## config.mk

```make
export PLATFORM = sky130hd
export DESIGN_NAME = inst_mem_loader
export DESIGN_NICKNAME = d
export VERILOG_FILES = /design/src/rtl/inst_mem_loader_pkg.sv /design/src/rtl/inst_mem_loader_word_asm.sv /design/src/rtl/inst_mem_loader.sv
export SDC_FILE = /design/constraint.sdc
export NUM_CORES = 1
export LEC_CHECK = 0
export ABC_AREA = 1
export CORE_MARGIN = 5
export CORE_UTILIZATION = 50
export DETAILED_ROUTE_END_ITERATION = 8
export PLACE_DENSITY = 0.75
export SLEW_MARGIN = 40
export SYNTH_ARGS = -nofsm -noshare
export SYNTH_HDL_FRONTEND = slang
export SYNTH_HIERARCHICAL = 1
export SYNTH_SLANG_ARGS = --single-unit
```

## constraint.sdc

```tcl
create_clock -name clk -period 1.95 [get_ports clk]
set_input_delay 0.39 -clock clk [delete_from_list [all_inputs] [get_ports clk]]
set_output_delay 0.39 -clock clk [all_outputs]
set_load 0.02 [all_outputs]
```

## src/rtl/inst_mem_loader_pkg.sv

```systemverilog
// Shared definitions for the instruction memory loader: FSM encoding,
// stream framing constants and the word-address helper.
package inst_mem_loader_pkg;

    typedef enum logic [2:0] {
        S_IDLE   = 3'd0,
        S_HDR_HI = 3'd1,
        S_HDR_LO = 3'd2,
        S_DATA   = 3'd3,
        S_WRITE  = 3'd4,
        S_CHK    = 3'd5,
        S_DONE   = 3'd6,
        S_ERR    = 3'd7
    } state_t;

    localparam int unsigned HDR_BYTES  = 2;
    localparam int unsigned WORD_BYTES = 4;
    localparam int unsigned CHK_BYTES  = 1;
    localparam int unsigned WORD_SHIFT = 2;
    localparam int unsigned BYTE_CNT_W = $clog2(WORD_BYTES);

    // Byte address of a word slot; wraps naturally in 32 bits.
    function automatic logic [31:0] word_addr(input logic [31:0] base,
                                              input logic [31:0] index);
        return base + (index << WORD_SHIFT);
    endfunction

endpackage

```

## src/rtl/inst_mem_loader_word_asm.sv

```systemverilog
// Byte-to-word assembler: big-endian shift register, byte counter and
// running XOR checksum over every accepted byte.
module loader_word_asm
    import inst_mem_loader_pkg::*;
(
    input  logic        clk,
    input  logic        reset_n,
    input  logic        i_clear,
    input  logic        i_en,
    input  logic [7:0]  i_byte,
    output logic        o_word_full,
    output logic [31:0] o_word,
    output logic [7:0]  o_checksum
);

    logic [BYTE_CNT_W-1:0] r_cnt;
    logic [31:0]           r_word;
    logic [7:0]            r_chk;

    always_ff @(posedge clk or negedge reset_n) begin
        if (!reset_n) begin
            r_cnt  <= '0;
            r_word <= '0;
            r_chk  <= '0;
        end else if (i_clear) begin
            r_cnt  <= '0;
            r_word <= '0;
            r_chk  <= '0;
        end else if (i_en) begin
            r_cnt  <= r_cnt + BYTE_CNT_W'(1);
            r_word <= {r_word[23:0], i_byte};
            r_chk  <= r_chk ^ i_byte;
        end
    end

    // Flags the byte that completes a word, in the cycle it is accepted.
    assign o_word_full = i_en && (r_cnt == BYTE_CNT_W'(WORD_BYTES - 1));
    assign o_word      = r_word;
    assign o_checksum  = r_chk;

endmodule

```

## src/rtl/inst_mem_loader.sv

```systemverilog
// Fills the instruction RAM from a framed byte stream (header, payload,
// XOR checksum) while holding the CPU stalled until a clean load completes.
module inst_mem_loader
    import inst_mem_loader_pkg::*;
#(
    parameter logic [31:0] BASE_ADDR = 32'h0000_0000,
    parameter int unsigned MAX_WORDS = 256,
    parameter int unsigned CNT_W     = 16
) (
    input  logic        clk,
    input  logic        reset_n,
    input  logic        start,
    input  logic        byte_valid,
    input  logic [7:0]  byte_data,
    output logic        byte_ready,
    output logic        mem_we,
    output logic [31:0] mem_addr,
    output logic [31:0] mem_wdata,
    output logic        cpu_hold,
    output logic        busy,
    output logic        done,
    output logic        error
);

    state_t             r_state;
    state_t             w_next;
    logic [7:0]         r_hdr_hi;
    logic [CNT_W-1:0]   r_count;
    logic [CNT_W-1:0]   r_index;
    logic [31:0]        r_addr_hold;
    logic [31:0]        r_wdata_hold;

    logic               w_xfer;
    logic               w_start_ok;
    logic               w_asm_en;
    logic               w_word_full;
    logic [31:0]        w_word;
    logic [7:0]         w_checksum;
    logic [CNT_W-1:0]   w_hdr_n;
    logic               w_hdr_bad;
    logic [CNT_W-1:0]   w_index_nxt;
    logic               w_last_word;
    logic               w_chk_ok;
    logic [31:0]        w_addr;

    assign w_xfer      = byte_valid && byte_ready;
    assign w_start_ok  = start && (r_state inside {S_IDLE, S_DONE, S_ERR});
    assign w_asm_en    = (r_state == S_DATA) && w_xfer;
    assign w_hdr_n     = CNT_W'({r_hdr_hi, byte_data});
    assign w_hdr_bad   = (w_hdr_n == '0) || (w_hdr_n > CNT_W'(MAX_WORDS));
    assign w_index_nxt = r_index + CNT_W'(1);
    assign w_last_word = (w_index_nxt == r_count);
    assign w_chk_ok    = (byte_data == w_checksum);
    assign w_addr      = word_addr(BASE_ADDR, 32'(r_index));

    loader_word_asm u_word_asm (
        .clk         (clk),
        .reset_n     (reset_n),
        .i_clear     (w_start_ok),
        .i_en        (w_asm_en),
        .i_byte      (byte_data),
        .o_word_full (w_word_full),
        .o_word      (w_word),
        .o_checksum  (w_checksum)
    );

    always_ff @(posedge clk or negedge reset_n) begin
        if (!reset_n) begin
            r_state <= S_IDLE;
        end else begin
            r_state <= w_next;
        end
    end

    always_comb begin
        w_next     = r_state;
        byte_ready = 1'b0;
        mem_we     = 1'b0;
        busy       = 1'b0;
        cpu_hold   = 1'b0;
        done       = 1'b0;
        error      = 1'b0;
        case (r_state)
            S_IDLE: begin
                if (start) w_next = S_HDR_HI;
            end
            S_HDR_HI: begin
                byte_ready = 1'b1;
                busy       = 1'b1;
                cpu_hold   = 1'b1;
                if (w_xfer) w_next = S_HDR_LO;
            end
            S_HDR_LO: begin
                byte_ready = 1'b1;
                busy       = 1'b1;
                cpu_hold   = 1'b1;
                if (w_xfer) w_next = w_hdr_bad ? S_ERR : S_DATA;
            end
            S_DATA: begin
                byte_ready = 1'b1;
                busy       = 1'b1;
                cpu_hold   = 1'b1;
                if (w_word_full) w_next = S_WRITE;
            end
            S_WRITE: begin
                mem_we   = 1'b1;
                busy     = 1'b1;
                cpu_hold = 1'b1;
                w_next   = w_last_word ? S_CHK : S_DATA;
            end
            S_CHK: begin
                byte_ready = 1'b1;
                busy       = 1'b1;
                cpu_hold   = 1'b1;
                if (w_xfer) w_next = w_chk_ok ? S_DONE : S_ERR;
            end
            S_DONE: begin
                done = 1'b1;
                if (start) w_next = S_HDR_HI;
            end
            S_ERR: begin
                error    = 1'b1;
                cpu_hold = 1'b1;
                if (start) w_next = S_HDR_HI;
            end
            default: w_next = S_IDLE;
        endcase
    end

    always_ff @(posedge clk or negedge reset_n) begin
        if (!reset_n) begin
            r_hdr_hi     <= '0;
            r_count      <= '0;
            r_index      <= '0;
            r_addr_hold  <= '0;
            r_wdata_hold <= '0;
        end else begin
            if (w_start_ok) begin
                r_index <= '0;
            end
            if ((r_state == S_HDR_HI) && w_xfer) begin
                r_hdr_hi <= byte_data;
            end
            if ((r_state == S_HDR_LO) && w_xfer) begin
                r_count <= w_hdr_n;
            end
            if (r_state == S_WRITE) begin
                r_index      <= w_index_nxt;
                r_addr_hold  <= w_addr;
                r_wdata_hold <= w_word;
            end
        end
    end

    // Live values during WRITE; afterwards the last written pair is held
    // even though the index has already advanced.
    assign mem_addr  = (r_state == S_WRITE) ? w_addr : r_addr_hold;
    assign mem_wdata = (r_state == S_WRITE) ? w_word : r_wdata_hold;

endmodule

```

==> results of run 1 <==
-- kinds of logic (layout without fill, tap and decap cells) --
family / Yosys count / count (layout) / share of synthesized area (%)
AO/OA/AOI/OAI: 76 / 76 / 5.83
XOR/XNOR: 6 / 6 / 0.754
adder cells (fa/ha/maj): 2 / 2 / 0.359
buffers and inverters: 108 / 270 / 7.32
flip-flops: 149 / 149 / 53.5
multiplexers: 2 / 2 / 0.323
AND/OR/NAND/NOR: 484 / 487 / 31.9
-- worst paths after layout --
kind                            slack (ps)  cells past startpoint                  endpoint             from
worst max register to register        -100                     12                r_state[2]       r_index[0]
worst min register to register         480                      2           r_wdata_hold[3]  r_wdata_hold[3]
min in group clk                       480                      2           r_wdata_hold[3]  r_wdata_hold[3]
worst min-delay path                   440                      2  u_word_asm/o_checksum[0]          reset_n
worst max-delay path                  -180                      8             mem_wdata[16]       r_state[0]
max in group asynchronous              960                      3           r_addr_hold[26]          reset_n
-- flip-flops by register name, summed over array words and instances (netlist names) --
| name | cells |
|---|---|
| r_count | 16 |
| r_wdata_hold | 32 |
| r_hdr_hi | 8 |
| r_index | 16 |
| r_addr_hold | 32 |
| u_word_asm/o_checksum | 8 |
| u_word_asm/r_cnt | 2 |
| r_state | 3 |
| u_word_asm/o_word | 32 |
-- placed cells by master (no fill, tap or decap), drive strengths merged --
cell type,n
o21bai,1
buf,150
clkinvlp,3
clkinv,6
nor4,2
a221oi,2
nand3b,4
ha,2
bufinv,3
clkbuf,21
nand3,87
nor3,3
a21oi,19
nand4,16
nand2,300
nor2,75
xnor2,1
dlygate4sd3,1
inv,76
clkdlybuf4s50,10
mux2,2
o21ai,46
xor2,5
o22ai,8
dfrtp,149
-- worst reg2reg max path, delay by kind of cell (launching register included) --
family | cells | cell delay (ps)
AOI/OAI and AO/OA | 1 | 160
buffers and inverters | 3 | 460
DFF | 1 | 410
and+or+nand+nor | 8 | 960
-- metrics by stage --
stage / TNS [ps] / instances / util (%) / instance area, sq um
after CTS: -7150 / 1143 / 65.5 / 9020
after floorplan: 0 / 827 / - / 6970
final: -6990 / 1172 / 71.4 / 9830
after detailed placement: -12950 / 1108 / 60.2 / 8290
after global routing: -13090 / 1172 / 71.4 / 9830
after global placement: -8660 / 1108 / 60.2 / 8290
-- layout make-up --
cell class | count | area (sq um)
clock buffers | 18 | 439
multi-input cells | 573 | 3310
clock inverters | 12 | 155
well taps | 180 | 225
flip-flops and latches | 149 | 3730
repair buffers | 164 | 1670
inverters | 76 | 304
fillers | 1023 | 3940
-- per-layer routing --
layer	up-vias	global-route usage [%]	wire length (um)
li1	2973	-	-
met1	2980	29.3	8250
met2	212	34.8	9210
met3	41	6.25	1080
met4	0	7.99	514
met5	-	0	0
-- timing repair --
action / 4_1_cts / 5_1_grt
hold buffers: 1 / 0
pin swaps: 0 / 37
endpoints found under the hold margin: 35 / 0
setup endpoints to repair: 72 / 107
gates resized for setup: 433 / 162
setup buffers: 3 / 22
cloned: 1 / 7
-- power breakdown --
group	internal, uW	leakage [uW]	switching, uW	total (uW)
clock network	2030	0.000288	1290	3320
logic	2600	0.00269	3520	6120
registers	3980	0.00201	665	4650
total	8610	0.00498	5470	14100
==> flow_metrics.tcl, run 1 <==
set metrics [dict create \
    status "complete, but fails checks" \
    violations "setup timing" \
    drt_pass1_iterations 5 \
    maxCapViolations 0 \
    wl_um 19100 \
    worst-path-buf-inv 4 \
    power_density_nw_per_um2 1430 \
    crit_required_ps 1560 \
    yosysSeqAreaShare_pct 53.5 \
    synthFlopType "dfrtp_1" \
    syn_nets 841 \
    ioPinCount 82 \
    clk_pin_slew_ps 60 \
    drc 0 \
    setup_slack_ps -180 \
    yosysTopAreaCell "dfrtp_1" \
    antenna_found_initial 0 \
    crit_family "buffers and inverters" \
    coreArea_sq_um 13800 \
    insertion_delay_ps 430 \
    slowest_delay_ps 410 \
    ys.warnings.count 6 \
    die_w_um 128 \
    async_flop_share_pct 100 \
    final.min_clock_period_ps 2130 \
    start_util_pct 50.6 \
    nets 995 \
    slew_violations 0 \
    maxSlewHeadroom_pct 69.8 \
    fmax_mhz 469 \
    htree_levels 4 \
    p_leak_uw 0.00498 \
    whs_ps 442 \
    synth_common_cells "298 x nand2_1, 149 x dfrtp_1, 72 x inv_1" \
    timing.critical_path.mode_cell "nand2_4" \
    hold_path_class "primary input to async pin" \
    ant_nets 0 \
    grt_pass1_vias 5837 \
    yosysMostFrequentCell "nand2_1" \
    cp-start-kind "register" \
    synth_edf_count 0 \
    critical_path.max_fanout 7 \
    cts_buffers 17 \
    crit_path_end_kind "output pin" \
    fin_crit_sh_pct 109 \
    crit_slowest_cell "dfrtp_1" \
    io_buffers 81 \
    dr.first_iter.drc_count 442 \
    cp.arrival_ps 1740 \
    globalRouteOverflowTotal 0 \
    vias_per_cell 5.30 \
    setup_violations 68 \
    synthCells 827 \
    grt_max_degree 42 \
    antenna_cells 0 \
    cts_tree "built" \
    tightest_slew_ps 451 \
    synth_cell_type_count 33 \
    drive_gt1_share_pct 34.6 \
    area_growth_pct 41.1 \
    rsz0062_at_grt "true" \
    vias 6206 \
    fp.dieH_um 128 \
    clock-sinks 149 \
    num_rows 43 \
    synth_area_sq_um 6970 \
    fin_skew_ps 10.0 \
    cts_root_buf "clkbuf_16" \
    total_power_uw 14100 \
    wire_per_inst_um 16.3 \
    gp_congestion 0.879 \
    yosys.area.top_type_share_pct 53.5 \
    cts_buffer_depth 2 \
    synthTopCellsByArea "dfrtp_1 54%, nand2_1 16%, nand3_2 4.9%, inv_1 3.9%, nand3_1 3.8%" \
    grt_first_pass_wirelength_um 28800 \
    synth.avg_cell_area_sq_um 8.43 \
    die_area_sq_um 16400 \
    peakVddDrop_v 0.000975 \
    setup.worst_path.class "register to output pin" \
    dp_slack_ps -267 \
    path_cells "nor2_4 -> nand2_4 -> clkinv_4 -> buf_6 -> clkbuf_16 -> nand2_4 -> nand2_4 -> buf_6" \
    ys_ff_latch 149 \
    track_usage_pct 22.1 \
    dp_hpwl_um 11400 \
    finalHoldViolations 0 \
]
(Power assumes the default switching activity.)
==> run 2, diff against run 1 <==
==> constraint.sdc (replaced) <==
create_clock -name clk -period 1.9 [get_ports clk]
set_input_delay 0.38 -clock clk [delete_from_list [all_inputs] [get_ports clk]]
set_output_delay 0.38 -clock clk [all_outputs]
set_load 0.005 [all_outputs]
==> flow_metrics.tcl, run 2 (synthesis gave the netlist of run 1 again) <==
set metrics [dict create \
    status "complete, but fails checks" \
    violations "setup timing" \
    nets 1026 \
    tightest_slew_ps 505 \
    crit_slowest_cell "dfrtp_1" \
    cts_buffer_depth 2 \
    p_leak_uw 0.00523 \
    cp.arrival_ps 1830 \
    setup_slack_ps -309 \
    vias 6639 \
    cts_root_buf "clkbuf_16" \
    dp_hpwl_um 11400 \
    intPower_uw 9620 \
    ant_nets 0 \
    slowest_delay_ps 440 \
    crit_path_end_kind "output pin" \
    hold_path_class "primary input to async pin" \
    dpl.cell_count 1104 \
    total_power_uw 15600 \
    track_usage_pct 24.6 \
    coreArea_sq_um 13800 \
    htree_levels 4 \
    num_rows 43 \
    worstReg2RegStart "r_state[1]" \
    fillCellCount 829 \
    clk_pin_slew_ps 60 \
    swShare_pct 38.4 \
    clock-sinks 149 \
    wl_um 22000 \
    p_seq_share_pct 31.5 \
    ioPinCount 82 \
    stdcell_count 1205 \
    power_density_nw_per_um2 1500 \
    globalRouteOverflowTotal 0 \
    cp-start-kind "register" \
    dr.first_iter.drc_count 638 \
    final.min_clock_period_ps 2210 \
    register_area_sq_um 3730 \
    worstSetupStartpoint "r_state[1]" \
    maxCapViolations 0 \
    drc 0 \
    grt_max_degree 51 \
    multi_input_area_sq_um 3600 \
    tns_ps -17300 \
    grt_pass1_vias 6425 \
    cts_buffers 17 \
    fin_skew_ps 11.8 \
    insertion_delay_ps 430 \
    drt_pass1_iterations 6 \
    vias_per_cell 5.51 \
    grt_first_pass_wirelength_um 32000 \
    p_switching_uw 5990 \
    start_util_pct 50.6 \
    fin_crit_sh_pct 116 \
    drive_gt1_share_pct 41.6 \
    rsz0062_at_grt "true" \
    gp_congestion 0.905 \
    slew_violations 0 \
    crit_required_ps 1520 \
    critical_path.max_fanout 6 \
    area_growth_pct 49.2 \
    cts_tree "built" \
    fp.dieH_um 128 \
    dp_slack_ps -209 \
    peakVddDrop_v 0.000988 \
    die_w_um 128 \
    setup_violations 89 \
    fmax_mhz 453 \
    wire_per_inst_um 18.3 \
    final_cell_mix "200 x nand2_1, 148 x dfrtp_1, 70 x buf_4" \
    final_common_cell "nand2_1" \
    antenna_cells 0 \
    path_cells "nor2_4 -> nand2_8 -> buf_12 -> buf_6 -> buf_6 -> nand2_4 -> o21ai_2 -> buf_2" \
    whs_ps 467 \
    rrSetupSlack_ps -260 \
    io_buffers 81 \
    p_clk_share_pct 23.1 \
    die_area_sq_um 16400 \
    antenna_found_initial 0 \
    timing.critical_path.mode_cell "buf_6" \
    maxSlewHeadroom_pct 66.3 \
    comb_power_share_pct 45.4 \
    setup.worst_path.class "register to output pin" \
    finalHoldViolations 0 \
]
[run 2: cell count changes in the layout (fill, tap and decap cells not counted), moves of 4 or more]
cell,previous run,this run
nand2_1,245,200
buf_2,4,43
nand2_4,23,49
nand2_2,31,50
buf_6,54,38
buf_4,79,70
clkbuf_2,0,7
buf_16,1,6
o21ai_1,7,2
o21ai_4,4,9
buf_12,11,15
buf_8,1,5
nor2_2,14,10
[run 2: metrics by stage]
| step | util, % | instance area, sq um |
|---|---|---|
| floorplan | - | 6980 |
| global placement | 60.5 | 8340 |
| detailed placement | 60.5 | 8340 |
| CTS | 71.6 | 9860 |
| global route | 75.5 | 10400 |
| finish | 75.5 | 10400 |
[run 2: per-layer routing]
metal  track usage, %  share of wire (%)  up-vias
met5                0                  0        -
met4             9.61                3.4        0
met3             5.63                7.2       70
met2             39.6                 50      301
met1             32.5                 39     3252
li1                 -                  -     3016
[run 2: cell type report]
| cell class | instances | area share (%) |
|---|---|---|
| clock buffers | 18 | 4.22 |
| clock inverters | 14 | 1.82 |
| flip-flops and latches | 149 | 35.9 |
| inverters | 76 | 3.01 |
| well taps | 180 | 2.17 |
| multi-input cells | 571 | 34.6 |
| repair buffers | 197 | 18.3 |
[run 2: power by group through the flow]
stage	sequential (uW)	combinational, uW	clock (uW)
final	4930	7080	3600
after global routing	5010	7590	3770
after CTS	4750	6070	3610
after detailed placement	4700	4630	0
after global placement	4660	4550	0
after floorplan	4570	2610	0
[run 2: worst max-delay path: cells and delay by family (launching register included)]
family,cells,cell delay [ps]
buffers and inverters,4,530
flip-flops,1,440
AND/OR/NAND/NOR,3,370
AO/OA/AOI/OAI,1,50
[run 2: path summary, 6_finish.rpt]
kind / endpoint / depth (start not counted)
worst min register to register: r_addr_hold[4] / 2
min in group clk: r_addr_hold[4] / 2
worst max register to register: r_wdata_hold[7] / 13
worst min-delay path: r_addr_hold[4] / 2
max in group asynchronous: u_word_asm/o_word[5] / 3
worst max-delay path: mem_addr[5] / 8
[run 2: repair_timing]
| action | 4_1_cts | 5_1_grt |
|---|---|---|
| endpoints found under the hold margin | 47 | 0 |
| pin swaps | 29 | 28 |
| gates cloned | 9 | 2 |
| resized for setup | 433 | 158 |
| setup buffers | 57 | 15 |
| setup endpoints to repair | 72 | 99 |
| hold buffers | 1 | 0 |
==> run 3, diff against run 2 <==
--- a/config.mk
+++ b/config.mk
@@ -9,7 +9,8 @@
 export CORE_MARGIN = 5
 export CORE_UTILIZATION = 50
 export DETAILED_ROUTE_END_ITERATION = 8
-export PLACE_DENSITY = 0.75
+export DONT_BUFFER_PORTS = 1
+export PLACE_DENSITY = 0.68
 export SLEW_MARGIN = 40
 export SYNTH_ARGS = -nofsm -noshare
 export SYNTH_HDL_FRONTEND = slang
==> flow_metrics.tcl, run 3 (synthesis gave the netlist of run 1 again) <==
set metrics [dict create \
    maxSlewHeadroom_pct 62.7 \
    clk_pin_slew_ps 60 \
    final_cell_area_sq_um 8440 \
    clock-sinks 149 \
    tightest_slew_ps 557 \
    intPower_uw 7790 \
    drive_gt1_share_pct 24.5 \
    crit_required_ps 1520 \
    hold_path_class "primary input to async pin" \
    violations "hold timing, setup timing" \
    vias_per_cell 5.48 \
    cp-start-kind "register" \
    cts_root_buf "clkbuf_16" \
    antenna_found_initial 0 \
    vias 5783 \
    dpl_cell_area_sq_um 7280 \
    worstSetupStartpoint "r_state[1]" \
    whs_ps -350 \
    grt_first_pass_wirelength_um 27900 \
    dp_hpwl_um 11400 \
    crit_family "flip-flops" \
    final_common_cell "nand2_1" \
    die_w_um 128 \
    antenna_cells 0 \
    reg2reg_depth 13 \
    gp_congestion 0.929 \
    worst-path-buf-inv 2 \
    area_growth_pct 21.1 \
    worst-path-stages 6 \
    final_cell_mix "248 x nand2_1, 145 x dfrtp_1, 70 x inv_1" \
    swShare_pct 37.1 \
    p_clk_share_pct 26.6 \
    crit_slowest_cell "dfrtp_2" \
    cts_tree "built" \
    crit_path_end_kind "output pin" \
    crit_end "mem_wdata[31]" \
    dr.first_iter.drc_count 553 \
    rsz0062_at_grt "true" \
    power_density_nw_per_um2 1470 \
    cp.arrival_ps 1600 \
    slowest_delay_ps 440 \
    nets 878 \
    ant_nets 0 \
    ioPinCount 82 \
    cts_buffers 17 \
    drt_pass1_iterations 7 \
    drc 0 \
    cts_buffer_depth 2 \
    htree_levels 4 \
    grt_max_degree 150 \
    path_cells "nor2_4 -> nand2_4 -> buf_12 -> buf_12 -> nand2_1 -> nand2_2" \
    status "complete, but fails checks" \
    tns_ps -2160 \
    insertion_delay_ps 420 \
    coreArea_sq_um 13800 \
    wl_um 17700 \
    fin_skew_ps 8.73 \
    globalRouteOverflowTotal 0 \
    setup_violations 41 \
    fin_crit_sh_pct 104 \
    p_switching_uw 4600 \
    wire_per_inst_um 16.8 \
    num_rows 43 \
    peakVddDrop_v 0.000927 \
    final.min_clock_period_ps 1980 \
    finalHoldViolations 149 \
    p_seq_share_pct 38.6 \
    comb_power_share_pct 34.8 \
    worstReg2RegStart "r_index[0]" \
    critical_path.max_fanout 17 \
    slew_violations 0 \
    grt_pass1_vias 5543 \
    start_util_pct 50.6 \
    setup_slack_ps -82.9 \
    track_usage_pct 21.4 \
    p_leak_uw 0.00416 \
    fp.dieH_um 128 \
    rrSetupSlack_ps -60 \
    die_area_sq_um 16400 \
    fmax_mhz 504 \
    setup.worst_path.class "register to output pin" \
    io_buffers 0 \
    timing.critical_path.mode_cell "buf_12" \
    timing.rr.end "r_state[2]" \
    maxCapViolations 0 \
]
-- run 3: worst min path at each step --
stage / startpoint / end / slack, ps / depth (start not counted)
6_report: reset_n / r_addr_hold[6] / -350 / 0
2_1_floorplan: reset_n / r_addr_hold[0] / 80 / 0
5_1_grt: reset_n / r_index[5] / -360 / 0
4_1_cts: reset_n / r_addr_hold[7] / -350 / 0
3_5_place_dp: reset_n / r_addr_hold[7] / 90 / 0
3_3_place_gp: reset_n / r_index[5] / 90 / 0
-- run 3: worst register-to-register path, cell delays in order, from the launching register on --
cell and delay [ps]:
dfrtp_1 440, ha_4 200, nand2_4 110, nor2_4 80, buf_6 130, nand2_1 80, nand2_1 80, nand3_1 120
nand2_1 90, nor2_1 90, nand2_1 70, nor3_2 150, nand3_1 100, a21oi_1 140
-- run 3: metrics by stage --
stage | instances | util [%] | setup slack [ps] | total power (uW) | hold slack (ps)
after floorplan | 827 | - | 0.706 | 7180 | 84.4
after global placement | 1004 | 52.9 | 46.1 | 8110 | 89.1
after detailed placement | 1004 | 52.9 | 6.29 | 8250 | 91.4
after CTS | 1043 | 58.8 | -77.0 | 11900 | -353
after global routing | 1056 | 61.3 | -199 | 13100 | -362
final | 1056 | 61.3 | -82.9 | 12400 | -350
-- run 3: power groups by stage --
stage               Sequential (uW)  Clock, uW  Combinational, uW
detailed placement             4760          0               3490
floorplan                      4570          0               2610
global route                   4880       3490               4740
finish                         4790       3290               4310
global placement               4720          0               3390
CTS                            4740       3340               3860
-- run 3: cell type report --
class	instances	area, sq um
clock buffer	21	460
clock inverter	10	124
multi-input combinational	572	3080
tap	180	225
sequential	149	3730
timing repair buffer	48	522
fill	1181	5330
inverter	76	294
-- run 3: layer usage --
metal / wire (um) / part of all wire (%) / vias up / track usage, %
li1: - / - / 2714 / -
met1: 7200 / 41 / 2780 / 27.6
met2: 8740 / 49 / 233 / 34.3
met3: 1290 / 7.3 / 56 / 6.29
met4: 508 / 2.9 / 0 / 7.99
met5: 0 / 0 / - / 0
-- run 3: what timing repair did --
action,4_1_cts,5_1_grt
setup endpoints to repair,66,87
hold endpoints to repair,149,149
cloned,2,2
resized for setup,64,65
pin swaps,2,19
setup buffers,6,11
